### config.mk
export PLATFORM = sky130hd
export DESIGN_NAME = alu_16b
export DESIGN_NICKNAME = d
export VERILOG_FILES = /design/src/rtl/alu_16b.sv
export SDC_FILE = /design/constraint.sdc
export NUM_CORES = 1
export LEC_CHECK = 0
export ABC_AREA = 1
export BUFFER_PORTS_ARGS = -buffer_cell sky130_fd_sc_hd__clkbuf_2
export CORE_ASPECT_RATIO = 0.6
export CORE_MARGIN = 2
export CORE_UTILIZATION = 60
export CTS_BUF_LIST = sky130_fd_sc_hd__clkbuf_4 sky130_fd_sc_hd__clkbuf_8
export CTS_CLUSTER_DIAMETER = 50
export DETAILED_ROUTE_END_ITERATION = 8
export PLACE_DENSITY = 0.83
export SYNTH_ARGS = -nofsm -noshare
export SYNTH_HDL_FRONTEND = slang
export SYNTH_SLANG_ARGS = --single-unit
export TNS_END_PERCENT = 20
### constraint.sdc
create_clock -name clk -period 3.26 [get_ports clk]
set_input_delay 0.489 -clock clk [delete_from_list [all_inputs] [get_ports clk]]
set_output_delay 0.489 -clock clk [all_outputs]
set_load 0.03 [all_outputs]
### src/rtl/alu_16b.sv
// ---------------------------------------------------------------------------
// alu_16b -- 16-bit execute-stage ALU with registered result and flags.
//
// Purpose:
//   Computes one of the opcode functions of A and B combinationally, then
//   captures the result and its zero / negative / signed-overflow flags in
//   output registers. Latency is one clock.
//
// Configuration macro:
//   ALU16_SHIFT_OPS_EN -- when defined, ops 8/9/10 are SLL/SRL/SRA by B[3:0].
//                         When undefined, those ops behave as reserved
//                         (R = 0) and no shifter is built.
//
// Ports:
//   clk        in   1      system clock, rising-edge
//   reset      in   1      synchronous active-high; R=0, isZero=1, others 0
//   en         in   1      capture enable; outputs hold while low
//   A          in   WIDTH  operand A
//   B          in   WIDTH  operand B
//   op         in   4      operation select
//   R          out  WIDTH  registered result
//   isZero     out  1      registered, R == 0
//   isNegative out  1      registered, R[WIDTH-1]
//   ovfl       out  1      registered signed overflow (ADD/SUB only)
// ---------------------------------------------------------------------------
module alu_16b #(
  parameter int WIDTH = 16
) (
  input  logic             clk,
  input  logic             reset,
  input  logic             en,
  input  logic [WIDTH-1:0] A,
  input  logic [WIDTH-1:0] B,
  input  logic [3:0]       op,
  output logic [WIDTH-1:0] R,
  output logic             isZero,
  output logic             isNegative,
  output logic             ovfl
);

  localparam logic [3:0] OP_AND   = 4'd0;
  localparam logic [3:0] OP_OR    = 4'd1;
  localparam logic [3:0] OP_ADD   = 4'd2;
  localparam logic [3:0] OP_SUB   = 4'd3;
  localparam logic [3:0] OP_XOR   = 4'd4;
  localparam logic [3:0] OP_NOR   = 4'd5;
  localparam logic [3:0] OP_NAND  = 4'd6;
  localparam logic [3:0] OP_INV   = 4'd7;
`ifdef ALU16_SHIFT_OPS_EN
  localparam logic [3:0] OP_SLL   = 4'd8;
  localparam logic [3:0] OP_SRL   = 4'd9;
  localparam logic [3:0] OP_SRA   = 4'd10;
`endif
  localparam logic [3:0] OP_SLT   = 4'd11;
  localparam logic [3:0] OP_PASSB = 4'd12;

  logic [WIDTH-1:0] sumVal;
  logic [WIDTH-1:0] diffVal;
  logic             lessThan;
  logic [WIDTH-1:0] resultNext;
  logic             ovflNext;

  assign sumVal  = A + B;
  assign diffVal = A - B;

  // Signed A < B. When the signs differ the answer is simply A's sign and the
  // subtraction may overflow; when they match the difference cannot overflow,
  // so its sign bit is the true sign of A-B.
  assign lessThan = (A[WIDTH-1] != B[WIDTH-1]) ? A[WIDTH-1] : diffVal[WIDTH-1];

`ifdef ALU16_SHIFT_OPS_EN
  logic [3:0]       shiftAmt;
  logic [WIDTH-1:0] sllVal;
  logic [WIDTH-1:0] srlVal;
  logic [WIDTH-1:0] sraVal;

  // Only the low four bits of B select the shift distance.
  assign shiftAmt = B[3:0];
  assign sllVal   = A << shiftAmt;
  assign srlVal   = A >> shiftAmt;
  assign sraVal   = $signed(A) >>> shiftAmt;
`endif

  always_comb begin
    resultNext = '0;
    ovflNext   = 1'b0;
    case (op)
      OP_AND:   resultNext = A & B;
      OP_OR:    resultNext = A | B;
      OP_ADD: begin
        resultNext = sumVal;
        ovflNext   = (A[WIDTH-1] == B[WIDTH-1]) && (sumVal[WIDTH-1] != A[WIDTH-1]);
      end
      OP_SUB: begin
        resultNext = diffVal;
        ovflNext   = (A[WIDTH-1] != B[WIDTH-1]) && (diffVal[WIDTH-1] != A[WIDTH-1]);
      end
      OP_XOR:   resultNext = A ^ B;
      OP_NOR:   resultNext = ~(A | B);
      OP_NAND:  resultNext = ~(A & B);
      OP_INV:   resultNext = ~A;
`ifdef ALU16_SHIFT_OPS_EN
      OP_SLL:   resultNext = sllVal;
      OP_SRL:   resultNext = srlVal;
      OP_SRA:   resultNext = sraVal;
`endif
      OP_SLT:   resultNext = {{(WIDTH-1){1'b0}}, lessThan};
      OP_PASSB: resultNext = B;
      default:  resultNext = '0;   // reserved opcodes
    endcase
  end

  // Flags are taken from the same value loaded into R so they always agree.
  always_ff @(posedge clk) begin
    if (reset) begin
      R          <= '0;
      isZero     <= 1'b1;
      isNegative <= 1'b0;
      ovfl       <= 1'b0;
    end else if (en) begin
      R          <= resultNext;
      isZero     <= (resultNext == '0);
      isNegative <= resultNext[WIDTH-1];
      ovfl       <= ovflNext;
    end
  end

endmodule

==> run summary <==
==================================================================================
Final standard cell utilization of the core                                 71.16%
Number of instances in the placed design                                       894
Number of rows in the core area                                                 23
Leakage                                                                   2.699 nW
Sequential-to-total area share from yosys stat                              8.925%
Share of synthesized flip-flops with an asynchronous set or reset               0%
IO Pins                                                                         58
Total of hold buffers inserted after clock tree synthesis                        0
Via count of the first global-routing pass                                    4515
Maximum number of pins on one net before global-route repair                    29
Post-route cell area                                                     4690 um^2
Status                                                                complete, no violations
PD cells                                                              240.8 nW/um^2
Number of detailed-routing iterations run before antenna repair                  5
Mean cell area of the mapped netlist                                    5.501 um^2
Combined area of all synthesized cells                                   4038 um^2
Num CTS Buffers                                                                  3
CTS tree                                                                      done
Post-synthesis net count                                                       828
Final critical-path required period                                       3.054 ns
Via count                                                                     5299
Critical path type                                                    input port to flip-flop
Initial DRC Count                                                              755
Top FF cell, synth                                                         dfxtp_1
Setup ws final                                                           0.2061 ns
Hold crit path type                                                   flip-flop to flip-flop
Maximum root-to-sink buffer count                                                2
Biggest area consumer among synthesized cells                              nand2_1
Worst EP arrival                                                           3.26 ns
Chip height                                                               67.54 um
Die Footprint                                                            7423 um^2
Yosys synthesis warning count                                                    0
Number of input and output port buffers inserted                                57
Standard cell core area                                                  6590 um^2
Most repeated cell in the gate-level netlist after synthesis               nand2_1
Highest net fanout along the worst path                                          3
Clock Sink Count                                                                18
Number of hold-slack violations in the final timing report                       0
Cells after Synth                                                              734
Share of final-layout standard cells stronger than drive strength 1         16.11%
Dpl cell area                                                            4573 um^2
IR Drop Worst-Case VDD                                                    284.6 uV
Clock latency on the worst-skew pair                                       0.25 ns
Worst slack at placement                                               -0.05536 ns
Endpoint type of the worst setup path                                    flip-flop
Worst slew margin relative to its limit                                     35.42%
Overall global routing resource usage                                       39.13%
Initial core utilization                                                    61.27%
Data required time of the critical path                                    3.46 ns
Biggest area contributors in the synthesized netlist                  nand2_1 (20%), ha_1 (16%), inv_1 (11%)
Area delta synth->final                                                     16.15%
Post-detailed-route wirelength per cell                                   16.27 um
Total area of multi-input combinational cells                            3131 um^2
Routability Congestion                                                       1.087
Accumulated negative setup slack                                              0 ns
Die outline width                                                         109.9 um
Unique masters post-synth                                                       37
Sequential cell area                                                    360.3 um^2
Worst hold slack                                                         0.5104 ns
Vias per std cell                                                            5.888
Count of H-tree levels built during CTS                                          1
Period utilization                                                          93.68%
Design Power                                                              1.129 mW
Number of flops mapped to enable cells by yosys                                  0
Number of inserted diodes                                                        0
Top cell types by occurrence after synthesis                          nand2_1 (210), inv_1 (113), nor2_1 (100)
Fin nets                                                                       908
Post-DP HPWL                                                              11490 um
Yosys reg bits                                                                  18
Max-cap violations                                                               0
Residual DRC                                                                     0
Top cell type's share of synthesized area                                   19.52%
ANT nets after route                                                             0
Actual slew at the worst max-slew pin                                    0.9652 ns
Wire length of the first global-routing pass                              22140 um
Final setup violation count                                                      0
Kind of start point of the critical path                                input port
CTS Root Cell                                                             clkbuf_8
Fmax achieved                                                           0.3274 GHz
Clock Skews                                                                   0 ns
Overflow left after global routing                                               0
Clk slew on worst S/H paths                                                0.07 ns
Slew Viols, Final                                                                0
Total Routed Length                                                       14640 um
Filler instances                                                               586
Antenna violations before repair                                                 0
Count of non-filler cells in the finished layout                               900
==================================================================================
-- state kept, by name, summed over array words and instances (netlist names) --
register  flops
R            16
isZero        1
ovfl          1
-- kinds of logic after synthesis --
kind of cell / after synthesis / synth area share [%]
AOI/OAI and AO/OA: 91 / 13.36
DFF: 18 / 8.925
xor gates and xnor gates: 2 / 0.4339
adders and majority gates: 55 / 17.60
buffers and inverters: 140 / 14.69
and+or+nand+nor: 428 / 45.00
-- what timing repair did --
| action | in CTS | in global routing |
|---|---|---|
| endpoints found under the hold margin | 0 | 0 |
| resized for setup | 0 | 12 |
| setup buffers | 0 | 2 |
| endpoints found under the setup margin | 0 | 2 |
-- worst paths after layout --
kind	from	cells after the start	slack (ns)	to
worst max-delay path	A[8]	23	0.21	isZero
worst min-delay path	R[6]	2	0.51	R[6]
worst max register to register	R[2]	3	2.43	R[2]
worst min register to register	R[6]	2	0.51	R[6]
-- layout by cell type (no fill, tap or decap), drive strengths merged, types with 8 or more instances in the layout --
cell    count
inv       117
o211ai     11
nand4      12
nand2     215
o21ai      28
nand3      78
clkbuf     61
ha         52
buf        41
nor3        8
dfxtp      18
a21oi      29
nor2      107
-- critical path, stage by stage --
cell	delay (ns)
clkbuf_2	0.11
inv_1	0.06
ha_1	0.35
nor2_2	0.14
buf_4	0.12
nand2_1	0.04
nand2_1	0.07
a21oi_1	0.10
a21oi_2	0.19
nor2_1	0.06
nor2_1	0.09
nor2_1	0.06
fa_1	0.50
o21ai_0	0.08
nor2_1	0.08
o21ai_0	0.07
nor2_1	0.11
nand2_1	0.07
nor2_2	0.10
nand2_1	0.06
nor2_1	0.13
nand3_1	0.11
nand2_1	0.07
-- per-layer routing --
metal  GRT usage [%]  vias up  part of all wire [%]
met5               0        -                     0
met4           12.82        0                   2.6
met3           10.62       56                    14
met2           58.44      389                    40
met1           54.26     2342                    44
li1                -     2512                     -
-- final cells by class --
cell class / instances / share of cell area [%]
inverters: 117 / 9.418
flip-flops and latches: 18 / 7.684
repair buffers: 98 / 12.65
clock buffers: 4 / 1.174
well taps: 87 / 2.321
multi-input cells: 576 / 66.76
-- power by group --
group / internal [mW] / switching [mW] / leakage, nW
combinational: 0.244 / 0.458 / 2.52
clock: 0.107 / 0.0743 / 0.0288
sequential: 0.237 / 0.00921 / 0.149
Note: power is estimated with default switching activity, not from simulation.
